## src/rtl/alu_writeback.sv

```systemverilog
// alu_writeback: writeback end of the 4-bit signed ALU path.
// Takes ALU results through a valid/ready handshake and commits them to the
// register file with a three-state FSM (IDLE -> LATCH -> COMMIT). While a
// write is in flight, reads of its address return the pending value.
// It also keeps a sticky overflow flag and a wrapping commit counter.
// Optional feature: define WB_SATURATE_EN to saturate overflowed results
// instead of writing the wrapped two's complement value.
module alu_writeback #(
  parameter int DATA_W = 4,
  parameter int NREG   = 4,
  parameter int ADDR_W = 2,
  parameter int CNT_W  = 8
) (
  input  logic              clk,
  input  logic              rst_n,
  input  logic              wr_valid,
  output logic              wr_ready,
  input  logic [ADDR_W-1:0] wr_addr,
  input  logic [DATA_W-1:0] wr_data,
  input  logic              wr_ovf,
  output logic              wr_done,
  input  logic [ADDR_W-1:0] rd_addr1,
  input  logic [ADDR_W-1:0] rd_addr2,
  output logic [DATA_W-1:0] Rd1,
  output logic [DATA_W-1:0] Rd2,
  output logic              ovf_flag,
  input  logic              clr_ovf,
  output logic [CNT_W-1:0]  commit_cnt
);

  typedef enum logic [1:0] {
    IDLE   = 2'd0,
    LATCH  = 2'd1,
    COMMIT = 2'd2
  } state_t;

  state_t state_q, state_d;

  // Pending entry captured at the handshake.
  logic              pend_valid_q;
  logic [ADDR_W-1:0] pend_addr_q;
  logic [DATA_W-1:0] pend_data_q;
  logic              pend_ovf_q;
  // Final write value, registered at the LATCH edge.
  logic [DATA_W-1:0] val_q;
  logic [DATA_W-1:0] wb_val;

  logic              wr_done_q;
  logic              ovf_q;
  logic [CNT_W-1:0]  cnt_q;

  // Register 0 is hardwired to zero, so only 1..NREG-1 get storage.
  logic [DATA_W-1:0] regs_q [1:NREG-1];

  logic accept;
  logic in_flight;

  assign accept    = (state_q == IDLE) && wr_valid;
  assign in_flight = (state_q == LATCH) || (state_q == COMMIT);

  // Final write value from the pending entry (optionally saturated).
  always_comb begin
    wb_val = pend_data_q;
`ifdef WB_SATURATE_EN
    if (pend_ovf_q) begin
      // A set sign bit means a positive result wrapped negative, and the reverse.
      if (pend_data_q[DATA_W-1]) begin
        wb_val = {1'b0, {(DATA_W-1){1'b1}}};
      end else begin
        wb_val = {1'b1, {(DATA_W-1){1'b0}}};
      end
    end
`endif
  end

  // Next-state logic and handshake ready.
  always_comb begin
    state_d  = state_q;
    wr_ready = 1'b0;
    case (state_q)
      IDLE: begin
        wr_ready = 1'b1;
        if (wr_valid) state_d = LATCH;
      end
      LATCH:   state_d = COMMIT;
      COMMIT:  state_d = IDLE;
      default: state_d = IDLE;
    endcase
  end

  // State register.
  always_ff @(posedge clk) begin
    if (!rst_n) state_q <= IDLE;
    else        state_q <= state_d;
  end

  // Pending entry: capture on handshake, finalise in LATCH, retire at COMMIT.
  always_ff @(posedge clk) begin
    if (!rst_n) begin
      pend_valid_q <= 1'b0;
      pend_addr_q  <= '0;
      pend_data_q  <= '0;
      pend_ovf_q   <= 1'b0;
      val_q        <= '0;
    end else begin
      if (accept) begin
        pend_valid_q <= 1'b1;
        pend_addr_q  <= wr_addr;
        pend_data_q  <= wr_data;
        pend_ovf_q   <= wr_ovf;
      end else if (state_q == COMMIT) begin
        pend_valid_q <= 1'b0;
      end
      if (state_q == LATCH) val_q <= wb_val;
    end
  end

  // Register file storage: one writable register per nonzero address.
  genvar gi;
  generate
    for (gi = 1; gi < NREG; gi++) begin : g_reg
      // Commit the final value when the pending address selects this register.
      always_ff @(posedge clk) begin
        if (!rst_n) begin
          regs_q[gi] <= '0;
        end else if (state_q == COMMIT && pend_addr_q == ADDR_W'(gi)) begin
          regs_q[gi] <= val_q;
        end
      end
    end
  endgenerate

  // Status: done pulse, sticky overflow (set beats clear), commit counter.
  always_ff @(posedge clk) begin
    if (!rst_n) begin
      wr_done_q <= 1'b0;
      ovf_q     <= 1'b0;
      cnt_q     <= '0;
    end else begin
      wr_done_q <= (state_q == COMMIT);
      if (state_q == COMMIT) cnt_q <= cnt_q + 1'b1;
      if (state_q == COMMIT && pend_ovf_q) ovf_q <= 1'b1;
      else if (clr_ovf)                    ovf_q <= 1'b0;
    end
  end

  // Two read ports sharing the same lookup and bypass logic.
  logic [ADDR_W-1:0] rd_addr_a [2];
  logic [DATA_W-1:0] rd_data_a [2];

  assign rd_addr_a[0] = rd_addr1;
  assign rd_addr_a[1] = rd_addr2;

  generate
    for (gi = 0; gi < 2; gi++) begin : g_rd
      // Address 0 reads zero; an in-flight write to the same address bypasses the array.
      always_comb begin
        rd_data_a[gi] = '0;
        if (rd_addr_a[gi] != '0) begin
          if (in_flight && pend_valid_q && rd_addr_a[gi] == pend_addr_q) begin
            rd_data_a[gi] = (state_q == COMMIT) ? val_q : wb_val;
          end else begin
            rd_data_a[gi] = regs_q[rd_addr_a[gi]];
          end
        end
      end
    end
  endgenerate

  assign Rd1        = rd_data_a[0];
  assign Rd2        = rd_data_a[1];
  assign wr_done    = wr_done_q;
  assign ovf_flag   = ovf_q;
  assign commit_cnt = cnt_q;

endmodule
```

## config.mk

```make
export PLATFORM = sky130hd
export DESIGN_NAME = alu_writeback
export DESIGN_NICKNAME = d
export VERILOG_FILES = /design/src/rtl/alu_writeback.sv
export SDC_FILE = /design/constraint.sdc
export NUM_CORES = 1
export LEC_CHECK = 0
export ABC_AREA = 1
export CAP_MARGIN = 20
export CELL_PAD_IN_SITES_DETAIL_PLACEMENT = 0
export CELL_PAD_IN_SITES_GLOBAL_PLACEMENT = 1
export CORE_MARGIN = 2
export CORE_UTILIZATION = 47
export CTS_BUF_LIST = sky130_fd_sc_hd__clkbuf_4 sky130_fd_sc_hd__clkbuf_8
export DETAILED_ROUTE_END_ITERATION = 12
export DONT_BUFFER_PORTS = 1
export PLACE_DENSITY_LB_ADDON = 0.08
export RECOVER_POWER = 100
export SETUP_SLACK_MARGIN = 0.5
export SLEW_MARGIN = 20
export SYNTH_ARGS = -nofsm -noshare
export SYNTH_HDL_FRONTEND = slang
export SYNTH_SLANG_ARGS = --single-unit
```

## constraint.sdc

```tcl
create_clock -name clk -period 2.4 [get_ports clk]
set_input_delay 0.24 -clock clk [delete_from_list [all_inputs] [get_ports clk]]
set_output_delay 0.24 -clock clk [all_outputs]
set_load 0.03 [all_outputs]
```

==> results of run 1 <==
-- cell families (layout without fill, tap and decap cells) --
logic type,count (synthesis),in the layout,synth area share
adders and majority gates,5,5,0.0327
buffers and inverters,41,54,0.0895
and+or+nand+nor,141,141,0.317
DFF,36,36,0.439
AOI/OAI and AO/OA,45,45,0.121
-- critical path: cells and delay by family, from the launching register on --
kind / cells / cell delay (ns)
AND/OR/NAND/NOR: 5 / 0.46
buffers and inverters: 3 / 0.36
flip-flops: 1 / 0.34
adder cells (fa/ha/maj): 1 / 0.34
-- through the flow --
step                setup WS, ns  power, W  cells  utilization
detailed placement         0.470  0.000982    320        0.505
floorplan                  0.612  0.000920    268            -
global route               0.232   0.00150    331        0.542
global placement           0.532  0.000982    320        0.505
CTS                        0.510   0.00143    330        0.540
finish                     0.389   0.00142    331        0.542
-- power by group --
part           total, W  switching, W  internal (W)
sequential     0.000708     0.0000387      0.000669
clock          0.000424      0.000198      0.000226
combinational  0.000287      0.000192     0.0000946
total           0.00142      0.000429      0.000989
-- per-layer routing --
layer	wire length, um	GRT usage	part of all wire	vias to the layer above
met5	0	0	0	-
met2	1980	0.328	0.48	39
met4	48	0.0525	0.012	0
met1	1880	0.258	0.45	728
li1	-	-	-	886
met3	237	0.0461	0.057	6
-- state kept, by name, summed over array words and instances (netlist names) --
register,flops
pend_addr_q,2
val_q,4
pend_data_q,4
regs_q,12
pend_valid_q,1
wr_done,1
pend_ovf_q,1
commit_cnt,8
ovf_flag,1
state_q,2
-- Yosys cell counts (all sizes together) --
library cell / n / area share
nor3: 3 / 0.0078
nand4: 3 / 0.0098
nand2: 58 / 0.12
edfxtp: 12 / 0.19
dfxtp: 24 / 0.25
o21ai: 24 / 0.063
buf: 6 / 0.021
nand3b: 1 / 0.0039
nor2: 55 / 0.12
a21oi: 18 / 0.047
nand3: 19 / 0.052
or2: 2 / 0.0065
ha: 5 / 0.033
inv: 33 / 0.065
o31ai: 3 / 0.012
clkbuf: 2 / 0.0039
-- cell type report --
| class | instances | area (um2) |
|---|---|---|
| Fill cell | 421 | 1820 |
| Multi-Input combinational cell | 191 | 950 |
| Sequential cell | 36 | 842 |
| Inverter | 33 | 128 |
| Clock buffer | 7 | 83.8 |
| Timing Repair Buffer | 13 | 82.6 |
| Tap cell | 50 | 62.6 |
| Clock inverter | 1 | 5.00 |
-- worst paths after layout --
kind / start / endpoint / cells past startpoint
worst max-delay path: state_q[1] / Rd2[1] / 9
worst max register to register: state_q[1] / regs_q[3][3] / 4
worst min register to register: pend_ovf_q / ovf_flag / 2
worst min-delay path: clr_ovf / ovf_flag / 1
-- what timing repair did --
| action | 4_1_cts | 5_1_grt |
|---|---|---|
| cloned | 0 | 0 |
| buffers inserted | 2 | 1 |
| pin swaps | 1 | 12 |
| setup endpoints to repair | 16 | 8 |
| gates resized for setup | 14 | 10 |
==> impl_metrics.tcl, run 1 <==
set metrics [dict create \
    start_util 0.482 \
    core_area_um2 3970 \
    hold_violations 0 \
    port-buffer-count 0 \
    final.setup_skew_ns 0.00465 \
    firstDrtPassIters 4 \
    gp_congestion 0.749 \
    synth_warnings 0 \
    antenna_found_initial 0 \
    dpl_cell_area_um2 2010 \
    viasPerCell 5.01 \
    die_h_um 67.8 \
    reg2reg_slack_ns 0.64 \
    crit_path_start_kind "register" \
    ys_types 23 \
    end_kind "primary output" \
    cp.required_ns 2.16 \
    min_period_ns 2.01 \
    die_w_um 67.8 \
    ys_seq_area_frac 0.439 \
    row_count 23 \
    antenna_cells 0 \
    grt.overflow.total 0 \
    setup_viol 0 \
    worst_path_largest_cell_delay_ns 0.34 \
    critPathArrivalTime_ns 1.77 \
    drv_cap 0 \
    final_nets 300 \
    ios 34 \
    cts.htree.levels 2 \
    final_common_cell "nand2_1" \
    cts.sinks 36 \
    fmax_ghz 0.497 \
    postRouteWirelength_um 4150 \
    wire_per_inst_um 12.5 \
    dieArea_um2 4600 \
    drc 0 \
    p_leak_nw 0.937 \
    tightest_slew_ns 0.635 \
    clkSlewWorstSetupHoldPaths_ns 0.07 \
    ant_nets 0 \
    slew_violations 0 \
    cts-buffers-inserted 5 \
    grt_pass1_wl_um 6720 \
    dr_total_vias 1659 \
    root_buffer "clkbuf_8" \
    hold_class "input port to register" \
    grt_pass1_vias 1441 \
    final_cell_mix "nand2_1, nor2_1, inv_1" \
    powerDensity_nw_per_um2 659 \
    path_class "register to primary output" \
    whs_ns 0.0719 \
    cts_tree "done" \
    ys_seq_elements 36 \
    groute.usage.overall 0.197 \
    design_area_um2 2150 \
    status "complete, no violations" \
    syn_inst 268 \
    netlist_area_um2 1920 \
    area_growth_pct 12.4 \
    finalCritPeriodShare 0.838 \
    cts-hold-fix-buffers 0 \
    rsz0062_at_grt "true" \
    clock_latency_ns 0.28 \
    drive_gt1_frac 0.157 \
    cts.path.max_buffers 2 \
    grt_max_degree 28 \
    totalNegativeSetupSlack_ns 0 \
    cp_slowest_cell "dfxtp_1" \
    slew_headroom 0.573 \
    syn_nets 288 \
    place_hpwl_um 3140 \
    cp_max_fo 4 \
    drt_iter0_drc 103 \
    syn_area_per_cell_um2 7.15 \
    vdd_drop_max_v 0.000430 \
    crit_chain "clkinvlp_2, ha_1, nand2_4, inv_4, nand3_4, nor2_4, nor2_2, nor2_1, buf_4" \
]
No activity file was read; power rests on OpenSTA's default activity.
==> run 2: changes to the inputs <==
- ABC_AREA: 1 -> 0
- CORE_UTILIZATION: 47 -> 50
- clock period: 2.4 -> 2.05 ns (I/O delays scaled with it)
==> impl_metrics.tcl, run 2 <==
set metrics [dict create \
    cts.path.max_buffers 2 \
    cts-hold-fix-buffers 0 \
    tightest_slew_ns 0.613 \
    syn_area_per_cell_um2 9.23 \
    core_area_um2 3720 \
    fmax_ghz 0.516 \
    ys_seq_area_frac 0.428 \
    start_util 0.529 \
    viasPerCell 5.96 \
    dr_total_vias 1591 \
    largest_register_ffs 12 \
    p_leak_nw 0.835 \
    place_hpwl_um 3230 \
    drv_cap 0 \
    grt_pass1_vias 1609 \
    grt.overflow.total 0 \
    status "complete, no violations" \
    cts_tree "done" \
    clock_latency_ns 0.29 \
    ys_types 39 \
    synth_edf_count 12 \
    final.setup_skew_ns 0.00465 \
    wire_per_inst_um 16.3 \
    whs_ns 0.0490 \
    netlist_area_um2 1970 \
    syn_inst 213 \
    top_register "regs_q" \
    postRouteWirelength_um 4360 \
    critPathArrivalTime_ns 1.73 \
    hold_violations 0 \
    synth.top_cell.area_share 0.244 \
    powerDensity_nw_per_um2 696 \
    synth_warnings 0 \
    dieArea_um2 4450 \
    ios 34 \
    grt_pass1_wl_um 7180 \
    drc 0 \
    ant_nets 0 \
    final_cell_mix "nand2_1, dfxtp_1, nor2_1" \
    slew_violations 0 \
    final_common_cell "nand2_1" \
    area_growth_pct 18.5 \
    slew_headroom 0.587 \
    final_nets 238 \
    clkSlewWorstSetupHoldPaths_ns 0.07 \
    vdd_drop_max_v 0.000511 \
    cts-buffers-inserted 5 \
    cp.required_ns 1.85 \
    utilization 0.627 \
    antenna_found_initial 0 \
    ys_seq_elements 36 \
    synth_top_area_cell "dfxtp_1" \
    design_area_um2 2330 \
    dpl_cell_area_um2 2130 \
    antenna_cells 0 \
    crit_path_start_kind "register" \
    gp_congestion 0.728 \
    drive_gt1_frac 0.224 \
    root_buffer "clkbuf_8" \
    rsz0062_at_grt "true" \
    drt_iter0_drc 75 \
    ys_top_cells_by_count "dfxtp_1, nand2_1, nor2_1" \
    setup_viol 0 \
    min_period_ns 1.94 \
    cts.sinks 36 \
    fin_ws_ns 0.110 \
    cp_max_fo 8 \
    synthTopCellsByArea "dfxtp_1, edfxtp_1, mux2i_1" \
    totalNegativeSetupSlack_ns 0 \
    cts.htree.levels 2 \
    end_kind "primary output" \
    grt_max_degree 24 \
    port-buffer-count 0 \
    die_h_um 66.7 \
    hold_class "input port to register" \
    syn_nets 233 \
    finalCritPeriodShare 0.946 \
    path_class "register to primary output" \
    row_count 22 \
    firstDrtPassIters 4 \
    ys.flop_type "dfxtp_1" \
    groute.usage.overall 0.221 \
    post-place-ws_ns 0.208 \
    die_w_um 66.7 \
    async_flop_share 0 \
]
-- run 2: cell count changes in the layout (fill, tap and decap cells not counted), moves of 8 or more --
cell,previous run,this run
and2_0,0,8
inv_1,26,2
mux2i_1,0,12
nand2_1,53,22
nor2_1,48,16
o21ai_0,20,8
-- run 2: logic make-up after synthesis --
kind of cell	Yosys count	synth area share
buf+inv	18	0.0509
xor+xnor	9	0.0439
mux	17	0.0878
compound gates	41	0.130
simple gates	87	0.228
fa+ha+maj	5	0.0318
flops	36	0.428
-- run 2: per-stage QoR --
stage / instances / total power [W]
global placement: 254 / 0.00106
floorplan: 213 / 0.00105
CTS: 267 / 0.00164
finish: 267 / 0.00162
detailed placement: 254 / 0.00107
global route: 267 / 0.00169
-- run 2: cell type report --
type,count,area [um2]
Clock buffer,8,97.6
Fill cell,324,1390
Inverter,3,13.8
Multi-Input combinational cell,159,1210
Sequential cell,36,851
Tap cell,48,60.1
Timing Repair Buffer,13,98.8
-- run 2: layer usage --
layer	part of all wire	track usage
met5	0	0
met4	0.031	0.107
met3	0.064	0.0794
met2	0.53	0.413
met1	0.37	0.212
-- run 2: where the power goes --
part           total, W  internal (W)  switching, W
combinational  0.000284      0.000123      0.000161
clock          0.000535      0.000300      0.000234
sequential     0.000803      0.000765     0.0000383
-- run 2: path summary, 6_finish.rpt --
kind              start  slack (ns)  cells after the start            to
min reg2reg  pend_ovf_q        0.46                      2    pend_ovf_q
max          state_q[0]        0.11                      7        Rd2[2]
min               rst_n        0.05                      1    state_q[0]
max reg2reg  state_q[0]        0.23                      5  regs_q[1][3]
-- run 2: critical path, stage by stage, from the launching register on --
cell and delay, ns:
dfxtp_2 0.32, inv_1 0.13, ha_4 0.23, and2_4 0.18, o21ai_4 0.08, o22ai_4 0.09
buf_12 0.15, o22ai_4 0.26
-- run 2: repair_timing --
action | in CTS | in global routing
pin swaps | 12 | 5
gates cloned | 0 | 0
setup endpoints to repair | 30 | 16
resized for setup | 24 | 4
buffers inserted | 5 | 0
